### config.mk
export PLATFORM = sky130hd
export DESIGN_NAME = posit_result_collector_flat
export DESIGN_NICKNAME = d
export VERILOG_FILES = /design/src/rtl/posit_result_collector_if.sv /design/src/rtl/posit_result_collector.sv /design/src/flat_wrapper.sv
export SDC_FILE = /design/constraint.sdc
export NUM_CORES = 1
export LEC_CHECK = 0
export BUFFER_PORTS_ARGS = -buffer_cell sky130_fd_sc_hd__buf_2
export CAP_MARGIN = 20
export CORE_UTILIZATION = 30
export CTS_BUF_LIST = sky130_fd_sc_hd__clkbuf_2 sky130_fd_sc_hd__clkbuf_4 sky130_fd_sc_hd__clkbuf_8
export DETAILED_ROUTE_END_ITERATION = 10
export PLACE_DENSITY = 0.5
export SYNTH_ARGS = -nofsm -noshare
export SYNTH_HDL_FRONTEND = slang
export SYNTH_SLANG_ARGS = --single-unit
### constraint.sdc
create_clock -name clk -period 11.95 [get_ports clk]
set_input_delay 1.195 -clock clk [delete_from_list [all_inputs] [get_ports clk]]
set_output_delay 1.195 -clock clk [all_outputs]
set_load 0.05 [all_outputs]
### src/rtl/posit_result_collector_if.sv
// Operand-side bus of the posit result collector: golden values in, pipeline results in.
interface posit_result_collector_if #(parameter int N = 32) ();
  logic         exp_valid;
  logic [N-1:0] exp_value;
  logic         done;
  logic [N-1:0] result;

  modport master (output exp_valid, exp_value, done, result);
  modport slave  (input  exp_valid, exp_value, done, result);
endinterface

### src/rtl/posit_result_collector.sv
// Collects golden posit values in a FIFO and scores pipeline results against them per run.
// Optional max-diff tracking is built only when POSIT_COLLECT_MAXDIFF_EN is defined.
module posit_result_collector #(
  parameter int N            = 32,
  parameter int DEPTH        = 8,
  parameter int DRAIN_CYCLES = 8
) (
  input  logic                         clk,
  input  logic                         reset,
  input  logic                         start,
  posit_result_collector_if.slave      bus,
  output logic                         mismatch,
  output logic [31:0]                  sample_count,
  output logic [31:0]                  error_count,
  output logic [N-1:0]                 max_diff,
  output logic                         overflow,
  output logic                         underflow,
  output logic                         busy,
  output logic                         report_valid
);
  localparam int AW = $clog2(DEPTH);
  localparam int CW = $clog2(DRAIN_CYCLES + 1);

  typedef enum logic [1:0] {IDLE, RUN, DRAIN, REPORT} state_t;
  state_t state, next;

  logic [DEPTH-1:0][N-1:0] mem;
  logic [AW-1:0]           wr_ptr, rd_ptr;
  logic [AW:0]             count;
  logic [CW-1:0]           drain_cnt;

  logic         full, empty, active, run_entry;
  logic         pop, push_try, push;
  logic [N-1:0] head, diff;

  assign full      = (count == (AW+1)'(DEPTH));
  assign empty     = (count == '0);
  assign active    = (state == RUN) || (state == DRAIN);
  assign busy      = active;
  assign run_entry = (state == IDLE) && start;
  assign pop       = active && bus.done && !empty;
  assign push_try  = (state == RUN) && bus.exp_valid;
  // A simultaneous pop frees the slot, so a push into a full FIFO still lands.
  assign push      = push_try && (!full || pop);
  assign head      = mem[rd_ptr];
  assign diff      = (head >= bus.result) ? head - bus.result : bus.result - head;

  always_comb begin
    next = state;
    case (state)
      IDLE:    if (start) next = RUN;
      RUN:     if (!start) next = DRAIN;
      DRAIN:   if (start) next = RUN;
               else if (empty || drain_cnt == CW'(DRAIN_CYCLES - 1)) next = REPORT;
      REPORT:  next = IDLE;
      default: next = IDLE;
    endcase
  end

  always_ff @(posedge clk) begin
    if (reset) begin
      state        <= IDLE;
      wr_ptr       <= '0;
      rd_ptr       <= '0;
      count        <= '0;
      drain_cnt    <= '0;
      mismatch     <= 1'b0;
      sample_count <= '0;
      error_count  <= '0;
      overflow     <= 1'b0;
      underflow    <= 1'b0;
      report_valid <= 1'b0;
    end else begin
      state        <= next;
      report_valid <= (state == DRAIN) && (next == REPORT);
      mismatch     <= pop && (diff != '0);
      drain_cnt    <= (state == DRAIN) ? drain_cnt + CW'(1) : '0;
      if (run_entry) begin
        wr_ptr       <= '0;
        rd_ptr       <= '0;
        count        <= '0;
        sample_count <= '0;
        error_count  <= '0;
        overflow     <= 1'b0;
        underflow    <= 1'b0;
      end else begin
        if (push) wr_ptr <= wr_ptr + AW'(1);
        if (pop) begin
          rd_ptr <= rd_ptr + AW'(1);
          if (sample_count != '1) sample_count <= sample_count + 32'd1;
          if (diff != '0 && error_count != '1) error_count <= error_count + 32'd1;
        end
        case ({push, pop})
          2'b10:   count <= count + (AW+1)'(1);
          2'b01:   count <= count - (AW+1)'(1);
          default: count <= count;
        endcase
        if (push_try && full && !pop) overflow <= 1'b1;
        if (active && bus.done && empty) underflow <= 1'b1;
      end
    end
  end

  always_ff @(posedge clk) begin
    if (push) mem[wr_ptr] <= bus.exp_value;
  end

`ifdef POSIT_COLLECT_MAXDIFF_EN
  always_ff @(posedge clk) begin
    if (reset || run_entry) max_diff <= '0;
    else if (pop && diff > max_diff) max_diff <= diff;
  end
`else
  assign max_diff = '0;
`endif
endmodule

### src/flat_wrapper.sv
// flat-port wrapper written by rule: the top's interface ports become plain ports
module posit_result_collector_flat 
#(
  parameter int N            = 32,
  parameter int DEPTH        = 8,
  parameter int DRAIN_CYCLES = 8
)
  (clk, reset, start, mismatch, sample_count, error_count, max_diff, overflow, underflow, busy, report_valid, bus_exp_valid, bus_exp_value, bus_done, bus_result);
  posit_result_collector_if #(.N(N)) bus_i ();
  input  logic clk;
  input  logic reset;
  input  logic start;
  output logic mismatch;
  output logic [31:0] sample_count;
  output logic [31:0] error_count;
  output logic [N-1:0] max_diff;
  output logic overflow;
  output logic underflow;
  output logic busy;
  output logic report_valid;
  input wire logic [$bits(bus_i.exp_valid)-1:0] bus_exp_valid;
  input wire logic [$bits(bus_i.exp_value)-1:0] bus_exp_value;
  input wire logic [$bits(bus_i.done)-1:0] bus_done;
  input wire logic [$bits(bus_i.result)-1:0] bus_result;
  assign bus_i.exp_valid = bus_exp_valid;
  assign bus_i.exp_value = bus_exp_value;
  assign bus_i.done = bus_done;
  assign bus_i.result = bus_result;
  posit_result_collector #(.N(N), .DEPTH(DEPTH), .DRAIN_CYCLES(DRAIN_CYCLES)) u_core (.clk(clk), .reset(reset), .start(start), .bus(bus_i), .mismatch(mismatch), .sample_count(sample_count), .error_count(error_count), .max_diff(max_diff), .overflow(overflow), .underflow(underflow), .busy(busy), .report_valid(report_valid));
endmodule
# Word level (Yosys, flattened, before mapping)
# Cells that the tools add are included.
# word_totals
register_bits,340
input_bits,69
out_inout_bits,101
elab_cells,81
# classes
addsub,9
order_cmp,4
eq_ne,10
muxes,12
bitwise,1
n_reduce_logical,26
# ops
op,n
$bwmux 256,1
$bmux 32 s3,1
$demux 32 s3,1
$mux 32,3
$add 32x1->32 const B,2
$ne 32x32->1 const B,2
$sub 32x32->32,2
$ge 32x32->1,1
$reduce_bool 32->1,1
$logic_and 1x1->1,12
$add 4x1->4 const B,2
$eq 2x2->1 const B,4
$lt 3x4->1 const B,2
$mux 2,4
$pmux 2 s4,1
$pmux 4 s2,1
$add 3x1->3 const B,2
$eq 2x1->1 const B,2
$eq 4x3->1 const B,1
$eq 4x4->1 const B,1
$logic_not 4->1,1
$reduce_and 2->1,2
$reduce_or 2->1,2
$sub 4x1->4 const B,1
6 further kinds,10

# Depth between registers and ports, before layout
# logic_depth
depth_word,8
mapped_depth,22
ltp_nobuf,16

# Least setup slack after synthesis
# OpenSTA, ideal clock, no wires.
# synth_timing
path_type,register to register
startpoint,reg u_core.rd_ptr[0]
endpoint,reg u_core.error_count[15]
setup_time_ps,71
arrival_ps,5181
required_ps,11879
path_slack_ps,6698
path_stages_with_launch,23
n_path_buf,6
synth_period_minus_slack_ps,5252
path_cell_list,dfxtp_1 -> clkbuf_1 -> buf_1 -> mux4_2 -> mux2i_1 -> inv_1 -> ha_1 -> buf_6 -> a21oi_1 -> o22ai_1 -> a31oi_1 -> nand2_1 -> xor2_1 -> or4_1 -> nor4_2 -> a32oi_1 -> a2111oi_2 -> and3_1 -> buf_6 -> buf_8 -> buf_12 -> o31ai_1 -> a21oi_2
# synth_via
elab_chain_len,7
elab_cells_between_ends,9
cone_classes,add/sub: 2; order compare: 1; mux: 3; reduce/logical: 3
# synth_lines
element,line,rtl
start: declaration,posit_result_collector.sv:28,"logic [AW-1:0] wr_ptr, rd_ptr;"
start signal: assignment,posit_result_collector.sv:89,rd_ptr <= rd_ptr + AW'(1);
$bmux 32 s3 *,posit_result_collector.sv:45,assign head = mem[rd_ptr];
$mux 32 (implied by the code) *,posit_result_collector.sv:45,
$sub 32x32->32 or $ge 32x32->1 (tied branches),posit_result_collector.sv:46,assign diff = (head >= bus.result) ? head - bus.result : bus.result - head;
$mux 32 *,posit_result_collector.sv:46,
$reduce_bool 32->1 *,posit_result_collector.sv:91,if (diff != '0 && error_count != '1) error_count <= error_count + 32'd1;
$logic_and 1x1->1 *,posit_result_collector.sv:91,
$reduce_and 2->1 (no source line) *,--,
end signal: assignment,posit_result_collector.sv:91,
end: declaration,posit_result_collector.sv:14,"output logic [31:0] error_count,"
# Mark *: on every way between the ends. The rest lies on a longest branch, timed or not. The select of a mux whose other input is x is not followed.
# A chain may end at the register's enable or synchronous reset.

# Final worst setup path
# layout_timing
startpoint,reg u_core.rd_ptr[0]
endpoint,reg u_core.error_count[7]
# The elaborated chain is that of the path after synthesis.

==> results.ini <==
[outcome]
run_status=finished, final reports clean

[clocking]
post-cts-setup-buffers=0
cts_resized=0
ctsHoldBuffers=0
clk_pin_slew_ps=60
cts_buffers=56
clock_tree.root_cell=clkbuf_8
clock_path_buffers=3
numClockSinks=340
worstSkewPairLatency_ps=640
cts_tree=yes
htree_levels=2

[sta]
finalCriticalPeriod_ps=7326
clock_skew_ps=47.70
tns_ps=0
relSlewSlack_pct=29.38
setup_viol_count_final=0
min_period_over_period_pct=61.31
final-max-slew-violation-count=0
worst_pin_slew_ps=1059
finalHoldViolCount=0
fmax_mhz=136.5
rsz0062_at_grt=no

[setup_path]
reg2reg_depth=17
critPathLaunchType=flop
cpMostUsedCell=a21oi_1
critPathSlowestCell=and3_2
reg2reg_from=u_core.rd_ptr[0]
critPathBufInv=2
cp_cell_sequence=buf_4 -> mux4_2 -> mux2i_1 -> inv_1 -> ha_1 -> a21oi_1 -> o21ai_0 -> a21oi_1 -> a21oi_1 -> nor2_1 -> nand4_1 -> nor4_2 -> a32oi_1 -> a2111oi_2 -> and3_2 -> or3_1 -> a21oi_2
path_delay_family=simple AND/OR/NAND/NOR gates
arrival_ps=7830
required_ps=12450
critPathCaptureType=flop
ff2ff_setup_slack_ps=4620
worstPathMaxFanout=62
worstSetupPathType=reg2reg
slowest_delay_ps=980
r2r_end=u_core.error_count[7]

[synthesis]
synthFlopType=edfxtp_1
ys_types=74
synth_seq_cells=340
ys_top_cells_by_count=edfxtp_1 (256), nor2_1 (116), a21oi_1 (104)
synth_area_leader_cell=edfxtp_1
syn_inst=1516
synth-seq-area-share_pct=52.68
synth_area_um2=17780
synth_edf_count=256
ys_top_cells_by_area=edfxtp_1 (43%), dfxtp_1 (9.5%), mux4_2 (8.1%)
postSynth.asyncResetShare_pct=0
yosysMostFrequentCell=edfxtp_1
yosysTopAreaCellShare_pct=43.22
synth_warnings=0
avgSynthCellArea_um2=11.73

[global_route]
grt_first_pass_wirelength_mm=72.02
grt_usage_pct=15.56
overflow=0
grt_max_degree=63
grt_pass1_vias=12320
antenna_found_initial=10

[power_and_ir_drop]
powerDensity_nw_per_um2=136.3
p_leak_nw=7.245
max-vdd-ir-drop_v=0.00007934

[route]
route.detailed.drc=0
drt_iter0_drc=775
vias=12460
drt_wl_total_mm=47.08
viasPerCell=5.070
wl_per_cell_um=19.15
dr.pass1.iters=7
ant_nets=0

[placed_design]
place_congestion=0.8848
dp_cells=2356
hpwl_mm=32.47
port_buffers=137
placed_cell_area_um2=19090

[floorplan]
core-area_um2=58140
start_util_pct=30.59
rows=88
dieArea_um2=60260
fp.dieW_um=245.5
die_y_um=245.5
ios=170

[worst_hold_path]
hold_depth=1
hold_path_class=reg2reg
min_to=u_core.drain_cnt[0]
min_from=u_core.drain_cnt[0]

[cells_and_area]
drive_gt1_share_pct=20.74
area_delta_synth_final_pct=13.82
fin_cells=2458
finalNetCount=1793
fillers=5780
final_area_um2=20240

[run]
maxCapViolations=0

==> cells in the final DEF, fill, tap and decap left out, types with 7 or more instances in the layout <==
| master | count |
|---|---|
| a211oi_1 | 7 |
| a21o_1 | 10 |
| a21oi_1 | 104 |
| a21oi_2 | 9 |
| a31oi_1 | 11 |
| and2_1 | 7 |
| and3_1 | 15 |
| and4_1 | 11 |
| buf_2 | 137 |
| buf_4 | 14 |
| clkbuf_4 | 19 |
| clkbuf_8 | 57 |
| clkinv_1 | 9 |
| clkinv_2 | 9 |
| conb_1 | 32 |
| dfxtp_1 | 81 |
| edfxtp_1 | 256 |
| ha_1 | 74 |
| inv_1 | 83 |
| mux2i_1 | 37 |
| mux4_2 | 64 |
| nand2_1 | 98 |
| nand2b_1 | 11 |
| nand3_1 | 48 |
| nand4_1 | 36 |
| nor2_1 | 110 |
| nor2b_1 | 10 |
| nor3_1 | 21 |
| o211ai_1 | 21 |
| o21a_1 | 7 |
| o21ai_0 | 55 |
| o21ai_1 | 15 |
| or3_1 | 13 |
| or4_1 | 29 |
| xnor2_1 | 36 |
| xor2_1 | 46 |
==> sequential cells by signal, summed over array words and instances, names as in the netlist <==
name and count:
u_core.drain_cnt 4, u_core.underflow 1, u_core.error_count 32, u_core.sample_count 32, u_core.count 4, u_core.report_valid 1
u_core.wr_ptr 3, u_core.state 2, u_core.mismatch 1, u_core.overflow 1, u_core.rd_ptr 3, u_core.mem 256
==> how the worst max path moves through the flow <==
stage,start,end,slack [ps],depth (start not counted)
floorplan,u_core.rd_ptr[0],u_core.error_count[15],6700,22
global placement,u_core.rd_ptr[0],u_core.error_count[9],4590,17
detailed placement,u_core.rd_ptr[0],u_core.error_count[15],4590,17
CTS,u_core.rd_ptr[0],u_core.error_count[15],4570,17
global route,u_core.rd_ptr[0],u_core.error_count[21],4140,17
finish,u_core.rd_ptr[0],u_core.error_count[7],4620,17
==> power breakdown <==
group | leakage [nW] | internal, mW | switching, mW
sequential | 2.98 | 1.29 | 0.00479
clock | 0.607 | 0.571 | 0.464
combinational | 3.65 | 0.140 | 0.293
total | 7.25 | 2.00 | 0.762
==> per-layer routing <==
layer	routed length [um]	global-route usage, %
met5	88	0
met4	1280	5.462
met3	2683	3.863
met2	22640	25.69
met1	20390	19.68
==> layout make-up <==
cell class,instances,area (um2),share of cell area [%]
Tap cell,765,957.2,4.729
Clock inverter,25,217.7,1.076
Clock buffer,76,927.1,4.580
Inverter,83,311.5,1.539
Antenna cell,1,2.502,0.01236
Sequential cell,340,9375,46.32
Timing Repair Buffer,151,790.8,3.907
Multi-Input combinational cell,1017,7660,37.84
==> per-stage QoR <==
step | hold slack, ps | power [mW] | utilization [%] | worst slack (ps)
2_1_floorplan | 417.9 | 1.630 | - | 6698
3_3_place_gp | 428.4 | 1.743 | 32.84 | 4586
3_5_place_dp | 444.9 | 1.744 | 32.84 | 4589
4_1_cts | 453.7 | 2.792 | 34.81 | 4574
5_1_grt | 475.8 | 2.886 | 34.82 | 4141
6_report | 452.0 | 2.759 | 34.82 | 4624
==> cells by family after synthesis <==
| family | synth area share [%] |
|---|---|
| multiplexers | 10.25 |
| XOR/XNOR | 4.038 |
| adder cells (fa/ha/maj) | 5.319 |
| flip-flops | 52.68 |
| AND/OR/NAND/NOR | 12.27 |
| AO/OA/AOI/OAI | 10.19 |
| buffers and inverters | 5.227 |
| other | 0.02109 |
Power figures use the tool's default switching activity.
